**config.mk**
```make
export PLATFORM = sky130hd
export DESIGN_NAME = clk_interval_timer
export DESIGN_NICKNAME = d
export VERILOG_FILES = /design/src/rtl/clk_interval_timer.sv
export SDC_FILE = /design/constraint.sdc
export NUM_CORES = 1
export LEC_CHECK = 0
export CORE_MARGIN = 2
export CORE_UTILIZATION = 50
export DETAILED_ROUTE_END_ITERATION = 12
export HOLD_SLACK_MARGIN = 0.12
export PLACE_DENSITY = 0.91
export SLEW_MARGIN = 20
export SYNTH_ARGS = -nofsm -noshare
export SYNTH_HDL_FRONTEND = slang
export SYNTH_SLANG_ARGS = --single-unit
```
**constraint.sdc**
```tcl
create_clock -name clk -period 12.9 [get_ports clk]
set_input_delay 3.225 -clock clk [delete_from_list [all_inputs] [get_ports clk]]
set_output_delay 3.225 -clock clk [all_outputs]
set_load 0.005 [all_outputs]
```
**src/rtl/clk_interval_timer.sv**
```systemverilog
`default_nettype none
// ============================================================================
//  Module   : clk_interval_timer
//  Purpose  : Multi-channel start/stop interval timer. Each channel counts
//             clock cycles between a start event and a stop event, captures
//             the interval and holds it for a valid/ack handshake.
//  Config   : TIMER_SATURATE_EN defined   -> counter sticks at all-ones on
//                                            overflow (capture = all-ones)
//             TIMER_SATURATE_EN undefined -> counter wraps modulo 2^CNT_W
//  Ports    : clk        system clock, rising edge
//             reset      asynchronous active-high reset
//             clear      synchronous clear of all channels
//             start      [N_CH]        per-channel start event (level)
//             stop       [N_CH]        per-channel stop event (level)
//             cap_ack    [N_CH]        per-channel capture acknowledge
//             running    [N_CH]        channel in RUN state
//             count      [N_CH*CNT_W]  live counters, ch i at [i*CNT_W +: CNT_W]
//             cap_value  [N_CH*CNT_W]  captured intervals, same packing
//             cap_valid  [N_CH]        capture held, not yet acknowledged
//             cap_lost   [N_CH]        sticky: capture overwritten before ack
//             ovf        [N_CH]        sticky: counter passed all-ones
//  Revision : 1.0  initial release
// ============================================================================
module clk_interval_timer #(
  parameter int N_CH      = 4,
  parameter int CNT_W     = 32,
  parameter int RETRIGGER = 1
) (
  input  logic                  clk,
  input  logic                  reset,
  input  logic                  clear,
  input  logic [N_CH-1:0]       start,
  input  logic [N_CH-1:0]       stop,
  input  logic [N_CH-1:0]       cap_ack,
  output logic [N_CH-1:0]       running,
  output logic [N_CH*CNT_W-1:0] count,
  output logic [N_CH*CNT_W-1:0] cap_value,
  output logic [N_CH-1:0]       cap_valid,
  output logic [N_CH-1:0]       cap_lost,
  output logic [N_CH-1:0]       ovf
);

  localparam logic [0:0]       ST_IDLE = 1'b0;
  localparam logic [0:0]       ST_RUN  = 1'b1;
  localparam logic [CNT_W-1:0] CNT_ONE = {{(CNT_W-1){1'b0}}, 1'b1};
  localparam logic [CNT_W-1:0] CNT_MAX = {CNT_W{1'b1}};

  genvar gi;
  generate
    for (gi = 0; gi < N_CH; gi++) begin : g_ch
      logic [0:0]       state_q, state_d;
      logic [CNT_W-1:0] cnt_q, cnt_d;
      logic [CNT_W-1:0] cap_q, cap_d;
      logic             valid_q, valid_d;
      logic             lost_q, lost_d;
      logic             ovf_q, ovf_d;
      logic             capture;

      always_comb begin
        state_d = state_q;
        cnt_d   = cnt_q;
        cap_d   = cap_q;
        valid_d = valid_q;
        lost_d  = lost_q;
        ovf_d   = ovf_q;
        capture = 1'b0;

        if (clear) begin
          state_d = ST_IDLE;
          cnt_d   = '0;
          cap_d   = '0;
          valid_d = 1'b0;
          lost_d  = 1'b0;
          ovf_d   = 1'b0;
        end else begin
          case (state_q)
            ST_IDLE: begin
              // stop dominates a simultaneous start, so a zero-length
              // interval never launches
              if (start[gi] && !stop[gi]) begin
                state_d = ST_RUN;
                cnt_d   = CNT_ONE;
                ovf_d   = 1'b0;
              end
            end
            ST_RUN: begin
              if (stop[gi]) begin
                // capture the pre-edge count; count itself freezes
                state_d = ST_IDLE;
                capture = 1'b1;
                cap_d   = cnt_q;
              end else if (start[gi] && (RETRIGGER != 0)) begin
                cnt_d = CNT_ONE;
                ovf_d = 1'b0;
              end else if (cnt_q == CNT_MAX) begin
                ovf_d = 1'b1;
`ifdef TIMER_SATURATE_EN
                cnt_d = CNT_MAX;
`else
                cnt_d = '0;
`endif
              end else begin
                cnt_d = cnt_q + CNT_ONE;
              end
            end
            default: state_d = ST_IDLE;
          endcase

          // a fresh capture wins over an ack in the same cycle; it is only
          // counted as lost when the previous one was never acknowledged
          if (capture) begin
            valid_d = 1'b1;
            if (valid_q && !cap_ack[gi]) begin
              lost_d = 1'b1;
            end
          end else if (valid_q && cap_ack[gi]) begin
            valid_d = 1'b0;
          end
        end
      end

      always_ff @(posedge clk or posedge reset) begin
        if (reset) begin
          state_q <= ST_IDLE;
          cnt_q   <= '0;
          cap_q   <= '0;
          valid_q <= 1'b0;
          lost_q  <= 1'b0;
          ovf_q   <= 1'b0;
        end else begin
          state_q <= state_d;
          cnt_q   <= cnt_d;
          cap_q   <= cap_d;
          valid_q <= valid_d;
          lost_q  <= lost_d;
          ovf_q   <= ovf_d;
        end
      end

      assign running[gi]                     = (state_q == ST_RUN);
      assign count[gi*CNT_W +: CNT_W]        = cnt_q;
      assign cap_value[gi*CNT_W +: CNT_W]    = cap_q;
      assign cap_valid[gi]                   = valid_q;
      assign cap_lost[gi]                    = lost_q;
      assign ovf[gi]                         = ovf_q;
    end
  endgenerate

endmodule
`default_nettype wire
```
==> flow_metrics.env, run 1 <==
export IMPL_status="completed"
export IMPL_path_cells="clkdlybuf4s50_1 -> buf_4 -> clkinv_1 -> buf_4 -> a2111oi_2 -> nand3_1 -> xor2_1 -> nor2_1"
export IMPL_r2r_setup_slack_ns=9.64
export IMPL_grt_usage=0.251
export IMPL_hp_class="flip-flop to flip-flop"
export IMPL_cts_sinks=272
export IMPL_cts_tree="built"
export IMPL_mostFrequentLayoutCell="clkdlybuf4s50_1"
export IMPL_ys_warn_count=0
export IMPL_core_area_mm2=0.0235
export IMPL_grt_pass1_wl_mm=53.2
export IMPL_setup_slack_ns=7.51
export IMPL_fillers=1673
export IMPL_fin_nets=1369
export IMPL_fp_row_count=56
export IMPL_async_flop_share=1.00
export IMPL_wl_per_cell_um=19.0
export IMPL_initialDrtViolationCount=743
export IMPL_num_antenna_cells=0
export IMPL_htreeDepth=1
export IMPL_crit_path_max_fanout=29
export IMPL_fin_skew_ns=0.0101
export IMPL_die_w_um=159
export IMPL_synth_seq_cells=272
export IMPL_vias=9785
export IMPL_r2r_end="g_ch[3].ovf_q"
export IMPL_ys_flop_type="dfrtp_1"
export IMPL_fin_tns_setup_ns=0
export IMPL_fmax_mhz=186
export IMPL_ant_nets=0
export IMPL_post_dp_hpwl_mm=21.6
export IMPL_vias_per_cell=5.79
export IMPL_hold_path_endpoint="g_ch[1].lost_q"
export IMPL_power_density_mw_per_mm2=111
export IMPL_worst_pin_slew_ns=1.05
export IMPL_max_stage_delay_ns=0.90
export IMPL_worst_r2r_path_depth=6
export IMPL_design_area_mm2=0.0161
export IMPL_hold_path_depth=1
export IMPL_critPathSlowestCell="a2111oi_2"
export IMPL_path_class="primary input to flip-flop"
export IMPL_crit_family="buffers and inverters"
export IMPL_min_from="g_ch[1].lost_q"
export IMPL_synth_edff_count=0
export IMPL_cp_arrival_ns=5.81
export IMPL_numPortBuffers=286
export IMPL_cts_buffers=28
export IMPL_crit_top_cell="buf_4"
export IMPL_vdd_drop_max_mv=0.0805
export IMPL_drc=0
export IMPL_layout_common_cells="286 x clkdlybuf4s50_1, 272 x dfrtp_1, 142 x nor2_1"
export IMPL_netlist_area_mm2=0.0120
export IMPL_hold_viol_final=0
export IMPL_multiInputGateArea_mm2=0.00479
export IMPL_layout_drive_gt1_share=0.0758
export IMPL_placement_cell_area_mm2=0.0150
export IMPL_preCtsSetupSlack_ns=7.02
export IMPL_layout_min_cycle_time_ns=5.39
export IMPL_insertion_delay_ns=0.54
export IMPL_ys_types=60
export IMPL_area_growth_pct=33.5
export IMPL_root_buffer="clkbuf_16"
export IMPL_cts_path_max_buffers=3
export IMPL_maxSlewHeadroom=0.295
export IMPL_dr_pass1_iters=5
export IMPL_r2r_start="g_ch[3].cnt_q[0]"
export IMPL_avgSynthCellArea_um2=11.0
export IMPL_die_area_mm2=0.0253
export IMPL_crit_start="clear"
export IMPL_synthDominantCellAreaShare=0.566
export IMPL_cts_resized_gates=0
export IMPL_grt_pass1_vias=9956
export IMPL_layout_area_seq_mm2=0.00681
export IMPL_setup_viol_count_final=0
export IMPL_start_util=0.511
export IMPL_synth_fp_nets=1114
export IMPL_path_clk_slew_ns=0.06
export IMPL_p_leak_uw=0.00673
export IMPL_synth_top_cells_by_area="dfrtp_1 57%, a22o_1 9.3%, nor2_1 4.5%"
export IMPL_wl_mm=32.2
export IMPL_path_buf_inv=4
export IMPL_maxCapViolations=0
export IMPL_period_share=0.418
export IMPL_grt_max_degree=133
export IMPL_synth_top_area_cell="dfrtp_1"
export IMPL_dieHeight_um=159
export IMPL_place_congestion=0.818
export IMPL_ctsHoldBuffers=0
export IMPL_worstSetupEndpointType="flip-flop"
export IMPL_cts_setup_buffers=0
export IMPL_slew_viol_final=0
export IMPL_syn_inst=1095
export IMPL_critPathRequiredTime_ns=13.32
export IMPL_cp_start_kind="primary input"
export IMPL_grt_overflow_total=0
export IMPL_seq_area_frac_synth=0.566
export IMPL_pin_count=287
export IMPL_rsz0062_at_grt="no"
export IMPL_antenna_found_initial=0
## cells in the mapped netlist (3+ instances only)
| cell type | instances |
|---|---|
| nor4_1 | 16 |
| buf_2 | 10 |
| a22o_1 | 128 |
| xnor2_1 | 58 |
| nor2b_1 | 5 |
| xor2_1 | 48 |
| o21ai_0 | 9 |
| nand2_1 | 54 |
| nand2b_1 | 5 |
| and4_1 | 14 |
| nand4_1 | 39 |
| dfrtp_1 | 272 |
| ha_1 | 4 |
| or3_1 | 10 |
| a31oi_1 | 14 |
| nor2_1 | 143 |
| a21o_1 | 5 |
| o21bai_1 | 3 |
| inv_1 | 20 |
| and2_1 | 4 |
| buf_6 | 4 |
| nor4_2 | 3 |
| o221a_2 | 3 |
| a21oi_1 | 21 |
| nor3_1 | 27 |
| and3_1 | 21 |
| nand3_1 | 52 |
| clkbuf_1 | 45 |
| buf_4 | 17 |
## per-stage QoR
| stage | utilization | std cells | hold slack (ns) | power [µW] |
|---|---|---|---|---|
| floorplan | - | 1095 | 0.455 | 918 |
| global placement | 0.639 | 1638 | 0.469 | 940 |
| detailed placement | 0.639 | 1638 | 0.485 | 942 |
| CTS | 0.681 | 1690 | 0.499 | 1800 |
| global route | 0.682 | 1691 | 0.512 | 1850 |
| finish | 0.682 | 1691 | 0.493 | 1790 |
## registers in the layout, summed over array words and instances (netlist names)
name          count
g_ch.cap_q      128
g_ch.cnt_q      128
g_ch.lost_q       4
g_ch.state_q      4
g_ch.ovf_q        4
g_ch.valid_q      4
## where the power goes
group | internal (µW) | total (µW) | switching (µW)
clock | 515 | 863 | 348
combinational | 16.8 | 65.8 | 48.9
sequential | 856 | 860 | 4.48
## routing by layer
metal  vias up  part of all wire  track usage
met4         0             0.020       0.0682
met5         -                 0            0
met3        51             0.068       0.0539
li1       4445                 -            -
met2       354              0.50        0.426
met1      4935              0.42        0.328
## kinds of logic (layout without fill, tap and decap cells)
group           Yosys count  count (layout)  synth area share
simple gates            408             408             0.174
flops                   272             272             0.566
compound gates          206             206             0.138
xor+xnor                106             106            0.0772
buf+inv                  98             375            0.0394
fa+ha+maj                 4               4           0.00416
mux                       1               1          0.000832
## final cells by class
cell class              count  share of cell area
repair buffers            302               0.186
flip-flops and latches    272               0.424
multi-input cells         725               0.298
clock buffers              33              0.0486
well taps                 319              0.0248
clock inverters            19              0.0136
inverters                  21             0.00537
## worst max-delay path by stage
stage | to | cells past startpoint
after floorplan | g_ch[0].cap_q[0] | 1
after global placement | g_ch[2].cnt_q[26] | 8
after detailed placement | g_ch[2].cnt_q[10] | 8
after CTS | g_ch[0].cnt_q[21] | 8
after global routing | g_ch[0].cnt_q[27] | 8
final | g_ch[2].cnt_q[10] | 8
No activity file was read; power rests on OpenSTA's default activity.
==> inputs of run 2 (changes only) <==
Clock period 12.9 ns to 5.6 ns, I/O delays scaled along.
==> run 2 against run 1 <==
  * Largest cell class unchanged
  * Critical path type is now flip-flop to flip-flop
  * Power rose by 130%
  * Non-clock buffer count did not move
  * Cell count barely moved
==> flow_metrics.env, run 2 (synthesis gave the netlist of run 1 again) <==
export IMPL_setup_viol_count_final=0
export IMPL_cts_sinks=272
export IMPL_num_antenna_cells=0
export IMPL_htreeDepth=1
export IMPL_maxSlewHeadroom=0.275
export IMPL_cts_setup_buffers=0
export IMPL_slew_viol_final=0
export IMPL_fp_row_count=56
export IMPL_top_regs="g_ch.cap_q x128, g_ch.cnt_q x128"
export IMPL_grt_usage=0.248
export IMPL_cts_buffers=29
export IMPL_maxCapViolations=0
export IMPL_grt_pass1_wl_mm=52.7
export IMPL_layout_common_cells="285 x clkdlybuf4s50_1, 272 x dfrtp_1, 142 x nor2_1"
export IMPL_utilization=0.682
export IMPL_p_leak_uw=0.00673
export IMPL_cp_start_kind="flip-flop"
export IMPL_vdd_drop_max_mv=0.179
export IMPL_routed_wl_met3_mm=2.04
export IMPL_fin_tns_setup_ns=0
export IMPL_core_area_mm2=0.0235
export IMPL_path_clk_slew_ns=0.06
export IMPL_cts_resized_gates=0
export IMPL_status="completed"
export IMPL_worst_pin_slew_ns=1.09
export IMPL_dr_wl_met2_mm=16.2
export IMPL_dr_pass1_iters=4
export IMPL_r2r_start="g_ch[3].cnt_q[0]"
export IMPL_layout_min_cycle_time_ns=3.57
export IMPL_hold_viol_final=0
export IMPL_grt_pass1_vias=9968
export IMPL_cp_arrival_ns=4.05
export IMPL_period_share=0.638
export IMPL_wl_per_cell_um=19.1
export IMPL_crit_top_cell="nand4_1"
export IMPL_multiInputGateArea_mm2=0.00478
export IMPL_initialDrtViolationCount=676
export IMPL_layout_area_seq_mm2=0.00681
export IMPL_dieHeight_um=159
export IMPL_root_buffer="clkbuf_16"
export IMPL_die_area_mm2=0.0253
export IMPL_antenna_found_initial=0
export IMPL_vias_per_cell=5.79
export IMPL_fillers=1693
export IMPL_rsz0062_at_grt="no"
export IMPL_met1_length_mm=13.4
export IMPL_critPathSlowestCell="a21oi_2"
export IMPL_post_dp_hpwl_mm=21.6
export IMPL_layout_drive_gt1_share=0.0729
export IMPL_vias=9781
export IMPL_top_layer="met4"
export IMPL_ctsHoldBuffers=0
export IMPL_max_stage_delay_ns=1.05
export IMPL_cts_path_max_buffers=3
export IMPL_drc=0
export IMPL_ant_nets=0
export IMPL_path_class="flip-flop to flip-flop"
export IMPL_area_growth_pct=33.4
export IMPL_numPortBuffers=286
export IMPL_pin_count=287
export IMPL_power_density_mw_per_mm2=255
export IMPL_crit_path_max_fanout=25
export IMPL_total_power_uw=4090
export IMPL_mostFrequentLayoutCell="clkdlybuf4s50_1"
export IMPL_critPathRequiredTime_ns=6.07
export IMPL_hp_class="flip-flop to flip-flop"
export IMPL_cts_tree="built"
export IMPL_crit_start="g_ch[3].cnt_q[0]"
export IMPL_die_w_um=159
export IMPL_worstSetupEndpointType="flip-flop"
export IMPL_fmax_mhz=280
export IMPL_fin_skew_ns=0.00635
export IMPL_wl_mm=32.3
export IMPL_start_util=0.511
export IMPL_place_congestion=0.832
export IMPL_fin_nets=1370
export IMPL_grt_overflow_total=0
export IMPL_path_cells="ha_1 -> nand4_1 -> nor3_1 -> nand4_1 -> a21oi_2 -> o221a_2"
export IMPL_insertion_delay_ns=0.54
export IMPL_min_from="g_ch[1].lost_q"
export IMPL_grt_max_degree=141
-- run 2: cell types whose count changed in the layout (fill, tap and decap cells not counted), moves of 2 or more --
cell	previous run	this run
clkbuf_1	0	4
clkbuf_8	4	8
buf_4	15	13
buf_12	0	2
clkinv_4	4	0
-- run 2: layout make-up --
cell class	count	area share
clock buffer	41	0.0530
clock inverter	10	0.00780
inverter	21	0.00515
multi-input combinational	725	0.298
sequential	272	0.424
tap	319	0.0249
timing repair buffer	302	0.187
-- run 2: critical path, delay by kind of cell (launching register included) --
kind | cells | cell delay (ns)
compound gates | 2 | 1.39
fa+ha+maj | 1 | 0.25
flops | 1 | 0.51
simple gates | 3 | 1.36
-- run 2: power breakdown --
part | internal [µW] | total [µW] | switching (µW)
Sequential | 1970 | 1980 | 10.4
Clock | 1180 | 1950 | 770
Combinational | 39.9 | 153 | 113
Total | 3200 | 4090 | 893
-- run 2: final timing paths --
check | endpoint | slack [ns] | cells after the start
min reg2reg | g_ch[1].lost_q | 0.49 | 1
max reg2reg | g_ch[3].ovf_q | 2.03 | 6
min | g_ch[1].lost_q | 0.49 | 1
max in group asynchronous | g_ch[2].cnt_q[27] | 3.59 | 3
min in group asynchronous | g_ch[0].cnt_q[22] | 1.44 | 3
max | g_ch[3].ovf_q | 2.03 | 6
-- run 2: stage by stage --
step           hold slack [ns]  cells  worst slack [ns]  instance area, µm²
6_report                 0.489   1690              2.03               16000
5_1_grt                  0.514   1690              1.83               16000
4_1_cts                  0.494   1689              2.10               16000
3_5_place_dp             0.480   1638              1.68               15100
3_3_place_gp             0.463   1637              1.77               15000
2_1_floorplan            0.455   1095             0.605               12000
-- run 2: layer usage --
layer / vias up / track usage
met1: 4934 / 0.325
met5: - / 0
met4: 0 / 0.0731
met2: 356 / 0.425
met3: 62 / 0.0451
li1: 4429 / -
==> inputs of run 3 (changes only) <==
Clock period 5.6 ns to 3.5 ns, I/O delays scaled along.
==> run 3 against run 2 <==
  * Worst setup slack got worse by 1.2 ns
  * Power increased by 62%
  * Register-to-register slack worse by 1.2 ns
  * Via count increased by 3.4%
  * Non-clock buffer count is 18 higher
  * Critical endpoint is now g_ch[0].cnt_q[28]
  * Highest routed layer unchanged
==> flow_metrics.env, run 3 (synthesis gave the netlist of run 1 again) <==
export IMPL_cp_start_kind="flip-flop"
export IMPL_power_density_mw_per_mm2=408
export IMPL_p_int_uw=5150
export IMPL_numPortBuffers=286
export IMPL_worstSetupEndpointType="flip-flop"
export IMPL_fmax_mhz=376
export IMPL_fp_row_count=56
export IMPL_status="completed"
export IMPL_ant_nets=0
export IMPL_fin_tns_setup_ns=0
export IMPL_period_share=0.761
export IMPL_seq_power_share=0.478
export IMPL_place_inst=1657
export IMPL_grt_usage=0.257
export IMPL_cts_sinks=272
export IMPL_root_buffer="clkbuf_16"
export IMPL_die_area_mm2=0.0253
export IMPL_rsz0062_at_grt="no"
export IMPL_cts_tree="built"
export IMPL_cts_resized_gates=0
export IMPL_ctsHoldBuffers=0
export IMPL_worst_r2r_path_depth=6
export IMPL_dr_pass1_iters=5
export IMPL_insertion_delay_ns=0.55
export IMPL_path_class="flip-flop to flip-flop"
export IMPL_crit_path_max_fanout=20
export IMPL_hold_ws_ns=0.480
export IMPL_p_leak_uw=0.00684
export IMPL_path_clk_slew_ns=0.07
export IMPL_preCtsSetupSlack_ns=0.584
export IMPL_setup_viol_count_final=0
export IMPL_final_cells=1710
export IMPL_grt_overflow_total=0
export IMPL_start_util=0.511
export IMPL_fin_nets=1388
export IMPL_hp_class="flip-flop to flip-flop"
export IMPL_maxSlewHeadroom=0.412
export IMPL_worst_pin_slew_ns=0.881
export IMPL_layout_min_cycle_time_ns=2.66
export IMPL_post_dp_hpwl_mm=22.6
export IMPL_drc=0
export IMPL_power_frac_comb=0.041
export IMPL_mostFrequentLayoutCell="clkdlybuf4s50_1"
export IMPL_place_congestion=0.830
export IMPL_fillers=1640
export IMPL_cts_path_max_buffers=3
export IMPL_grt_max_degree=51
export IMPL_grt_pass1_wl_mm=54.3
export IMPL_p_switching_uw=1490
export IMPL_vias=10100
export IMPL_hold_path_depth=1
export IMPL_area_growth_pct=35.1
export IMPL_cp_arrival_ns=3.09
export IMPL_critPathRequiredTime_ns=3.93
export IMPL_vias_per_cell=5.91
export IMPL_grt_pass1_vias=10300
export IMPL_hold_viol_final=0
export IMPL_cts_setup_buffers=0
export IMPL_dieHeight_um=159
export IMPL_clockPowerShare=0.482
export IMPL_die_w_um=159
export IMPL_wl_mm=33.3
export IMPL_swShare=0.224
export IMPL_layout_common_cells="285 x clkdlybuf4s50_1, 272 x dfrtp_1, 142 x nor2_1"
export IMPL_initialDrtViolationCount=739
export IMPL_pin_count=287
export IMPL_top_regs="g_ch.cap_q x128, g_ch.cnt_q x128"
export IMPL_utilization=0.690
export IMPL_vdd_drop_max_mv=0.319
export IMPL_slew_viol_final=0
export IMPL_fin_skew_ns=0.00786
export IMPL_layout_drive_gt1_share=0.0877
export IMPL_core_area_mm2=0.0235
export IMPL_wl_per_cell_um=19.5
export IMPL_maxCapViolations=0
export IMPL_num_antenna_cells=0
export IMPL_htreeDepth=1
export IMPL_cts_buffers=29
export IMPL_setup_slack_ns=0.837
export IMPL_antenna_found_initial=0
## run 3: power groups by stage
stage	logic (µW)	clock network [µW]	registers, µW
floorplan	160	0	3220
global placement	262	0	3230
detailed placement	270	0	3230
CTS	272	3240	3170
global route	299	3380	3170
finish	270	3200	3170
## run 3: worst max-delay path, stage by stage (launching register included)
cell	delay [ns]
dfrtp_1	0.53
nand4_4	0.22
nor4_4	0.56
nand4_2	0.32
a41oi_2	0.62
buf_12	0.23
nor2_1	0.06
## run 3: layout make-up
class                           instances  area [µm²]  share of cell area
Sequential cell                       272        6810               0.419
Multi-Input combinational cell        725        4780               0.294
Timing Repair Buffer                  320        3180               0.195
Clock buffer                           38         840              0.0517
Tap cell                              319         399              0.0246
Clock inverter                         15         173              0.0106
Inverter                               21        82.6             0.00508
## run 3: final timing paths
path	endpoint	startpoint	slack (ns)
worst min-delay path	g_ch[1].lost_q	g_ch[1].lost_q	0.48
worst max register to register	g_ch[0].cnt_q[28]	g_ch[0].cnt_q[6]	0.84
max in group asynchronous	g_ch[2].cnt_q[19]	reset	1.81
worst max-delay path	g_ch[0].cnt_q[28]	g_ch[0].cnt_q[6]	0.84
worst min register to register	g_ch[1].lost_q	g_ch[1].lost_q	0.48
min in group asynchronous	g_ch[0].cap_q[26]	reset	0.87
## run 3: routing by layer
metal  vias up  routed length [µm]  GRT usage  share of wire
met3        67                2210     0.0518          0.067
li1       4477                   -          -              -
met4         0                 777     0.0831          0.023
met2       401               16500      0.436           0.50
met5         -                   0          0              0
met1      5165               13800      0.334           0.41
## run 3: metrics by stage
step	area, µm²	power [µW]
2_1_floorplan	12000	3380
3_3_place_gp	15200	3490
3_5_place_dp	15200	3500
4_1_cts	16200	6680
5_1_grt	16300	6850
6_report	16300	6640
